===== src/rtl/up_sample_pkg.sv =====
// Shared types and helpers for the 2x up-sampler.
// Contents: source-side state enum, default pixel width, counter-width function.
package up_sample_pkg;

  localparam int unsigned DATA_W = 8;

  // Where the next pixel is fetched from: the Gaussian FIFO or the line buffer.
  typedef enum logic {
    S_LIVE   = 1'b0,
    S_REPLAY = 1'b1
  } src_state_e;

  // Bits needed to count 0..n-1 (at least 1).
  function automatic int unsigned clog2(input int unsigned n);
    int unsigned r;
    r = 1;
    for (int unsigned i = 1; i < 32; i++) begin
      if ((n - 32'd1) >= (32'd1 << i)) r = i + 1;
    end
    return r;
  endfunction

endpackage


===== src/rtl/up_sample_line_buf.sv =====
// One-row line buffer: simple dual-port RAM, DEPTH x DATA_W.
// Ports:
//   clk              - clock
//   we_i/waddr_i/wdata_i - write port
//   re_i/raddr_i     - read request; rdata_o valid the next cycle
//   rdata_o          - registered read data
module up_sample_line_buf
  import up_sample_pkg::*;
#(
  parameter int unsigned DEPTH  = 200,
  parameter int unsigned DATA_W = 8,
  parameter int unsigned AW     = clog2(DEPTH)
) (
  input  logic              clk,
  input  logic              we_i,
  input  logic [AW-1:0]     waddr_i,
  input  logic [DATA_W-1:0] wdata_i,
  input  logic              re_i,
  input  logic [AW-1:0]     raddr_i,
  output logic [DATA_W-1:0] rdata_o
);

  logic [DATA_W-1:0] mem_q [DEPTH];

  // Storage has no reset; contents after reset are don't-care.
  always_ff @(posedge clk) begin
    if (we_i) mem_q[waddr_i] <= wdata_i;
    if (re_i) rdata_o <= mem_q[raddr_i];
  end

endmodule


===== src/rtl/up_sample_x2.sv =====
// 2x spatial up-sampler: each FIFO pixel is emitted twice horizontally and
// every input row is replayed once from a line buffer (two output rows).
// Optional macro UP_SAMPLE_INTERP_EN: first beat of each pixel at column > 0
// becomes the rounded average of the previous and current pixel.
// Ports:
//   clk, rst (async, active-low)
//   empty, rd_en, din, valid - Gaussian FIFO read side (data one cycle after rd_en)
//   dout, valid_out, ready   - output valid/ready stream
//   frame_done               - pulse on acceptance of the last beat of a frame
module up_sample_x2
  import up_sample_pkg::*;
#(
  parameter int unsigned IN_WIDTH  = 200,
  parameter int unsigned IN_HEIGHT = 150,
  parameter int unsigned DATA_W    = up_sample_pkg::DATA_W
) (
  input  logic              clk,
  input  logic              rst,
  input  logic              empty,
  output logic              rd_en,
  input  logic [DATA_W-1:0] din,
  input  logic              valid,
  output logic [DATA_W-1:0] dout,
  output logic              valid_out,
  input  logic              ready,
  output logic              frame_done
);

  localparam int unsigned CW = clog2(IN_WIDTH);
  localparam int unsigned RW = clog2(2 * IN_HEIGHT);
  localparam logic [CW-1:0] COL_LAST = CW'(IN_WIDTH - 1);
  localparam logic [RW-1:0] ROW_LAST = RW'(2 * IN_HEIGHT - 1);

  src_state_e        state_q, state_d;
  logic [CW-1:0]     rd_col_q, rd_col_d;
  logic              run_q;
  logic              pend_q, pend_d;
  src_state_e        pend_src_q, pend_src_d;
  logic [CW-1:0]     pend_col_q, pend_col_d;

  logic [DATA_W-1:0] hold_q, hold_d;
  logic [DATA_W-1:0] next_q, next_d;
  logic [1:0]        cnt_q, cnt_d;
  logic              dup_q, dup_d;
  logic [CW-1:0]     out_col_q, out_col_d;
  logic [RW-1:0]     out_row_q, out_row_d;
  logic              valid_out_q, valid_out_d;
  logic [DATA_W-1:0] dout_q, dout_d;
`ifdef UP_SAMPLE_INTERP_EN
  logic [DATA_W-1:0] prev_q, prev_d;
  logic [DATA_W:0]   sum_c;
`endif

  logic              issue_c;
  logic              accept_c;
  logic              push_c;
  logic [DATA_W-1:0] px_c;
  logic [DATA_W-1:0] ram_rdata;

  // Source FSM: issue at most one read in flight, only into a free queue slot.
  // run_q keeps reads off during reset and the first cycle after release.
  always_comb begin
    state_d    = state_q;
    rd_col_d   = rd_col_q;
    pend_d     = 1'b0;
    pend_src_d = pend_src_q;
    pend_col_d = pend_col_q;
    issue_c    = 1'b0;
    if (run_q && !pend_q && (cnt_q != 2'd2)) begin
      case (state_q)
        S_LIVE:   issue_c = !empty;
        S_REPLAY: issue_c = 1'b1;
        default:  issue_c = 1'b0;
      endcase
    end
    if (issue_c) begin
      pend_d     = 1'b1;
      pend_src_d = state_q;
      pend_col_d = rd_col_q;
      if (rd_col_q == COL_LAST) begin
        rd_col_d = '0;
        state_d  = (state_q == S_LIVE) ? S_REPLAY : S_LIVE;
      end else begin
        rd_col_d = rd_col_q + CW'(1);
      end
    end
  end

  assign rd_en = issue_c && (state_q == S_LIVE);

  // Returning pixel: FIFO data for live reads, RAM data for replay reads.
  assign push_c   = pend_q && ((pend_src_q == S_REPLAY) || valid);
  assign px_c     = (pend_src_q == S_REPLAY) ? ram_rdata : din;
  assign accept_c = valid_out_q && ready;

  // Output side: queue update, beat phase, column/row counters, registered dout.
  always_comb begin
    hold_d    = hold_q;
    next_d    = next_q;
    cnt_d     = cnt_q;
    dup_d     = dup_q;
    out_col_d = out_col_q;
    out_row_d = out_row_q;
`ifdef UP_SAMPLE_INTERP_EN
    prev_d    = prev_q;
    sum_c     = '0;
`endif
    if (accept_c) begin
      if (!dup_q) begin
        dup_d = 1'b1;
      end else begin
        dup_d  = 1'b0;
        hold_d = next_q;
        cnt_d  = cnt_q - 2'd1;
`ifdef UP_SAMPLE_INTERP_EN
        prev_d = (out_col_q == COL_LAST) ? '0 : hold_q;
`endif
        if (out_col_q == COL_LAST) begin
          out_col_d = '0;
          out_row_d = (out_row_q == ROW_LAST) ? '0 : out_row_q + RW'(1);
        end else begin
          out_col_d = out_col_q + CW'(1);
        end
      end
    end
    // At most one entry is ever in flight, so a push never overflows.
    if (push_c) begin
      if (cnt_d == 2'd0) hold_d = px_c;
      else               next_d = px_c;
      cnt_d = cnt_d + 2'd1;
    end
    valid_out_d = (cnt_d != 2'd0);
    dout_d      = hold_d;
`ifdef UP_SAMPLE_INTERP_EN
    if (!dup_d && (out_col_d != '0)) begin
      sum_c  = {1'b0, prev_d} + {1'b0, hold_d} + (DATA_W + 1)'(1);
      dout_d = sum_c[DATA_W:1];
    end
`endif
  end

  assign frame_done = accept_c && dup_q && (out_col_q == COL_LAST) &&
                      (out_row_q == ROW_LAST);
  assign valid_out  = valid_out_q;
  assign dout       = dout_q;

  // State registers.
  always_ff @(posedge clk or negedge rst) begin
    if (!rst) begin
      state_q     <= S_LIVE;
      rd_col_q    <= '0;
      run_q       <= 1'b0;
      pend_q      <= 1'b0;
      pend_src_q  <= S_LIVE;
      pend_col_q  <= '0;
      hold_q      <= '0;
      next_q      <= '0;
      cnt_q       <= '0;
      dup_q       <= 1'b0;
      out_col_q   <= '0;
      out_row_q   <= '0;
      valid_out_q <= 1'b0;
      dout_q      <= '0;
`ifdef UP_SAMPLE_INTERP_EN
      prev_q      <= '0;
`endif
    end else begin
      state_q     <= state_d;
      rd_col_q    <= rd_col_d;
      run_q       <= 1'b1;
      pend_q      <= pend_d;
      pend_src_q  <= pend_src_d;
      pend_col_q  <= pend_col_d;
      hold_q      <= hold_d;
      next_q      <= next_d;
      cnt_q       <= cnt_d;
      dup_q       <= dup_d;
      out_col_q   <= out_col_d;
      out_row_q   <= out_row_d;
      valid_out_q <= valid_out_d;
      dout_q      <= dout_d;
`ifdef UP_SAMPLE_INTERP_EN
      prev_q      <= prev_d;
`endif
    end
  end

  // Live pixels are captured at their column for the replay pass.
  up_sample_line_buf #(
    .DEPTH  (IN_WIDTH),
    .DATA_W (DATA_W),
    .AW     (CW)
  ) u_line_buf (
    .clk     (clk),
    .we_i    (pend_q && (pend_src_q == S_LIVE) && valid),
    .waddr_i (pend_col_q),
    .wdata_i (din),
    .re_i    (issue_c && (state_q == S_REPLAY)),
    .raddr_i (rd_col_q),
    .rdata_o (ram_rdata)
  );

endmodule

===== config.mk =====
export PLATFORM = sky130hd
export DESIGN_NAME = up_sample_x2
export DESIGN_NICKNAME = d
export VERILOG_FILES = /design/src/rtl/up_sample_pkg.sv /design/src/rtl/up_sample_line_buf.sv /design/src/rtl/up_sample_x2.sv
export SDC_FILE = /design/constraint.sdc
export NUM_CORES = 2
export LEC_CHECK = 0
export ABC_AREA = 1
export CAP_MARGIN = 20
export CORE_UTILIZATION = 60
export CTS_BUF_LIST = sky130_fd_sc_hd__clkbuf_16
export DETAILED_ROUTE_END_ITERATION = 8
export PLACE_DENSITY = 0.76
export SYNTH_ARGS = -nofsm -noshare
export SYNTH_HDL_FRONTEND = slang
export SYNTH_SLANG_ARGS = --single-unit

===== constraint.sdc =====
create_clock -name clk -period 4 [get_ports clk]
set_input_delay 0.6 -clock clk [delete_from_list [all_inputs] [get_ports clk]]
set_output_delay 0.6 -clock clk [all_outputs]
set_load 0.005 [all_outputs]

# After elaboration in Yosys (flattened, before gate mapping)
# Memories as Yosys holds them, arrays and structs flattened. A register that Yosys moved wholly into a read port is not among the register bits.
# Cells that the tools add are included.
# word_totals
inputBits	13
mem_count	1
reg_bits	57
ram_bits	1600
out_inout_bits	11
elab_cells	64
# op_classes
n_reduce_logical	20
muxes	18
bitwise	3
n_addsub	5
eq_ne	4
# memory_table
name	depth	word_bits	rd	rd_ports_with_merged_regs	write_ports	line	source
u_line_buf.mem_q	200	8	1	1	1	up_sample_line_buf.sv:23	logic [DATA_W-1:0] mem_q [DEPTH];
# op_table
cell	n
2-to-1 mux 8 bit	7
adder 8 x 1 -> 8 bit, second input constant	2
equality test 8 bit, second input constant	2
logical AND 1 bit	11
adder 9 x 1 -> 9 bit, second input constant	1
equality test 9 bit, second input constant	1
2-to-1 mux 9 bit	1
2-to-1 mux 1 bit	6
2-to-1 mux 2 bit	3
AND reduction 2 bit	3
NOT 1 bit	3
AND reduction 3 bit	1
adder 2 x 1 -> 2 bit, second input constant	1
logical NOT 1 bit	2
logical NOT 2 bit	1
inequality test 2 bit, second input constant	1
one-hot mux 1 bit (2 select lines)	1
nonzero test 2 bit	1
subtractor 2 x 1 -> 2 bit, second input constant	1
logical OR 1 bit	1

# Depth between registers and ports, before layout
# depth
word_depth	6
mapped_depth	17
ltp_nobuf	15

# Cells and area by module
# From an unflattened synthesis, not the netlist that was laid out.
# unflattened
cells_unflattened	5910
area_unflattened_um2	68400.6
# by_module_without_submodules
module	area_each_um2	instances	cells_per_inst	seq_area_each_um2
up_sample_line_buf	65484.1	1	5536	48286.3
up_sample_x2	2916.5	1	374	1426.4

# Worst setup path before layout
# Ideal clock, no wire load.
# synth_path
path_kind	input-to-reg
startpoint	in valid
endpoint	mem u_line_buf.mem_q[144][0] (enable)
path_buffers	1
setup_slack_ps	1378
setup_ps	395
cell_stages	5
required_time_ps	3605
arrival_ps	2227
path_cell_list	nand2_1 -> nor2_1 -> buf_2 -> nand3_1 -> nor4_1
# synth_between
elab_chain_cells	3
# synth_lines
element	line	source
from (decl)	up_sample_x2.sv:22	input logic valid,
logical AND 1 bit	up_sample_x2.sv:195	.we_i (pend_q && (pend_src_q == S_LIVE) && valid),
2-to-1 mux 1 bit	up_sample_line_buf.sv:27	if (we_i) mem_q[waddr_i] <= wdata_i;
2-to-1 mux 1 bit (not written as such)	up_sample_line_buf.sv:27	
to (decl)	up_sample_line_buf.sv:23	
# No other way between the ends.

# Worst setup path after layout
# layout_path
startpoint	reg out_col_q[1]
endpoint	out frame_done
# layout_between
elab_chain_cells	3
# layout_lines
element	line	source
from (decl)	up_sample_x2.sv:45	logic [CW-1:0] out_col_q, out_col_d;
from (signal assigned)	up_sample_x2.sv:178	out_col_q <= out_col_d;
equality test 8 bit	up_sample_x2.sv:142	assign frame_done = accept_c && dup_q && (out_col_q == COL_LAST) &&
logical AND 1 bit (2 in series)	up_sample_x2.sv:142	
to (decl)	up_sample_x2.sv:26	output logic frame_done
# No other way between the ends.

==> results.ini <==
[placed_design]
pre_cts_ws_ns = 0.745
place_inst = 7376
gp_congestion = 0.923
hpwl_mm = 105
post_dp_cell_area_mm2 = 0.0706
portBuffers = 23

[cts]
cts_buffer_depth = 3
path_clk_slew_ns = 0.06
tritoncts = yes
worstSkewPairLatency_ns = 0.78
cts.sinks = 1665
cts_root_buf = clkbuf_16
cts_made_buffers = 164
htreeDepth = 4

[global_route]
grt_util_met3 = 0.0636
grt_max_degree = 190
grt_busiest_layer = met2
gr-usage-met2 = 0.490
grt_pass1_wl_mm = 272
grt_pass1_vias = 45300
grtUsageTotal = 0.311
grt_use_met1 = 0.415
grt-ovfl-total = 0
antenna_found_initial = 8

[critical_path]
crit_slowest_cell = clkdlybuf4s50_1
arrival_ns = 2.74
r2r_cells = 13
cp-end-kind = primary output
cpPeakStageDelay_ns = 0.51
critPathKind = reg2out
critPathBufInv = 3
critPathTopFamily = buffers and inverters
critPathMaxFanout = 7
cpMostUsedCell = inv_1
regToRegSetupSlack_ns = 0.66
critical_path_depth = 8
critPathLaunchType = register
worstPathRequired_ns = 3.40
cp_cell_sequence = ha_1 > nand2_1 > inv_1 > nand4_1 > nor2_4 > nand3_1 > inv_1 > clkdlybuf4s50_1

[die]
core_mm2 = 0.113
ios = 24
die_width_um = 341
die_height_um = 341
die_area_mm2 = 0.116
start_util = 0.608
num_rows = 123

[synthesis]
synthSimpleGateAreaFrac = 0.210
synth_compound_area_frac = 0.0265
synth_fa_ha_area_frac = 0.000910
syn_nets = 6108
ys_ff_latch = 1665
synth_mux_area_frac = 0.000146
yosys_warnings = 0
syn_area_mm2 = 0.0688
synth_top_family_by_area = simple AND/OR/NAND/NOR gates
synth.avg_cell_area_um2 = 11.3
ys_types = 37
yosysSeqAreaShare = 0.723
synthCells = 6090
synth-xor-area-share = 0.00115

[cells_and_area]
area_growth_pct = 9.99
utilization = 0.669
layout-drive-gt1-share = 0.0633
fin_cells = 7683
fillCellCount = 7879
finalInstanceArea_mm2 = 0.0757
fin_nets = 6061
layout_common_cells = nand2_1 (1848), edfxtp_1 (1608), nand3_1 (1031), nor2_1 (560), inv_1 (240)
final_common_cell = nand2_1

[min_path]
hold_depth = 1
hp-class = in2reg

[power]
p_leak_nw = 27.7
vdd_ir_drop_max_uv = 701
powerDensity_mw_per_mm2 = 686

[timing]
final_max_slew_viol_count = 0
setup_viol = 0
slew-limit-headroom = 0.245
tightest_slew_ns = 1.13
tns_ns = 0
finalHoldViolCount = 0
layout_min_cycle_time_ns = 3.34
rsz0062_at_grt = no
fin_crit_sh = 0.834
fmax_ghz = 0.300
finalClockSkew_ns = 0.0187
setup_ws_ns = 0.665

[detailed_routing]
drc_errors = 0
postRouteAntennaNets = 0
detail_route.first_pass.iterations = 6
via_per_inst = 6.16
post_drt_wl_per_cell_um = 23.6
vias = 47400
first_iter_violations = 6481
wirelength_mm = 181

[flow_run]
cap_violations = 0

[run_status]
outcome = completed

path summary, 6_finish.rpt:
path	start	to
worst max register to register	rd_col_q[1]	u_line_buf.rdata_o[7]
max in group asynchronous	rst	rd_col_q[3]
worst min-delay path	din[7]	u_line_buf.mem_q[58][7]
worst min register to register	out_col_q[5]	out_col_q[6]
worst max-delay path	out_col_q[1]	frame_done
min in group asynchronous	rst	next_q[1]
where the power goes:
| group | switching [mW] | internal, mW | total, mW | leakage (nW) |
|---|---|---|---|---|
| Combinational | 12.6 | 4.77 | 17.4 | 9.92 |
| Sequential | 0.491 | 19.4 | 19.9 | 15.1 |
| Clock | 6.50 | 8.15 | 14.6 | 2.63 |
metal layers:
layer / up-vias / wire (µm)
li1: 21000 / -
met3: 531 / 19800
met5: - / 69
met2: 3041 / 85400
met1: 22800 / 66900
met4: 12 / 9050
state kept, by name, indices dropped and copies added (netlist names), 2 cells and up:
register and flops:
next_q 8, rd_col_q 8, out_col_q 8, u_line_buf.rdata_o 8, pend_col_q 8, out_row_q 9
u_line_buf.mem_q 1600, dout 8, cnt_q 2
per-stage QoR:
step	power, mW	hold slack, ns
floorplan	31.4	0.304
global placement	36.8	0.467
detailed placement	37.2	0.480
CTS	51.6	0.262
global route	54.0	0.296
finish	51.9	0.310
worst reg2reg max path: cells and delay by family (launching register included):
family / cells / cell delay, ns
and+or+nand+nor: 10 / 1.43
buffers and inverters: 3 / 0.99
DFF: 1 / 0.68
area by class of cell:
cell class	count	area (µm²)	share of cell area
inverter	210	808	0.0107
clock buffer	167	4180	0.0552
tap	1500	1880	0.0248
clock inverter	135	885	0.0117
antenna	4	10.0	0.000132
sequential	1665	49700	0.657
multi-input combinational	3836	16500	0.218
timing repair buffer	166	1690	0.0224
timing repair:
action | in CTS | in global routing
buffers inserted | 0 | 0
hold buffers | 1 | 0
endpoints found under the hold margin | 37 | 0
gates resized for setup | 0 | 0
synth_stat cells:
master / count / area, µm²
a211oi_1: 1 / 7.51
a21o_1: 1 / 7.51
a21oi_1: 48 / 240
a31oi_1: 16 / 100
and2_0: 1 / 6.26
and3_1: 1 / 6.26
buf_1: 41 / 154
buf_2: 200 / 1000
buf_4: 37 / 278
buf_6: 2 / 22.5
clkbuf_1: 99 / 372
clkinv_1: 4 / 15.0
conb_1: 1 / 3.75
dfrtp_1: 57 / 1430
edfxtp_1: 1608 / 48300
ha_1: 5 / 62.6
inv_1: 203 / 762
inv_2: 3 / 11.3
mux2i_1: 1 / 10.0
nand2_1: 1848 / 6940
nand3_1: 1031 / 5160
nand4_1: 8 / 50.1
nor2_1: 562 / 2110
nor2_2: 2 / 12.5
nor2_4: 1 / 11.3
nor3_1: 17 / 85.1
nor3_2: 1 / 10.0
nor4_1: 8 / 50.1
o211ai_1: 25 / 188
o21ai_0: 211 / 1060
o21ai_1: 1 / 5.00
o21bai_1: 2 / 15.0
o221ai_1: 9 / 78.8
o22ai_1: 20 / 125
or2_2: 6 / 37.5
xnor2_1: 2 / 17.5
xor2_1: 7 / 61.3
cell families (layout without fill, tap and decap cells):
| family | count (synthesis) | count (layout) |
|---|---|---|
| simple gates | 3486 | 3486 |
| mux | 1 | 1 |
| other cells | 1 | 5 |
| fa+ha+maj | 5 | 5 |
| buf+inv | 589 | 678 |
| xor+xnor | 9 | 9 |
| compound gates | 334 | 334 |
| flops | 1665 | 1665 |
Power figures use the tool's default switching activity.
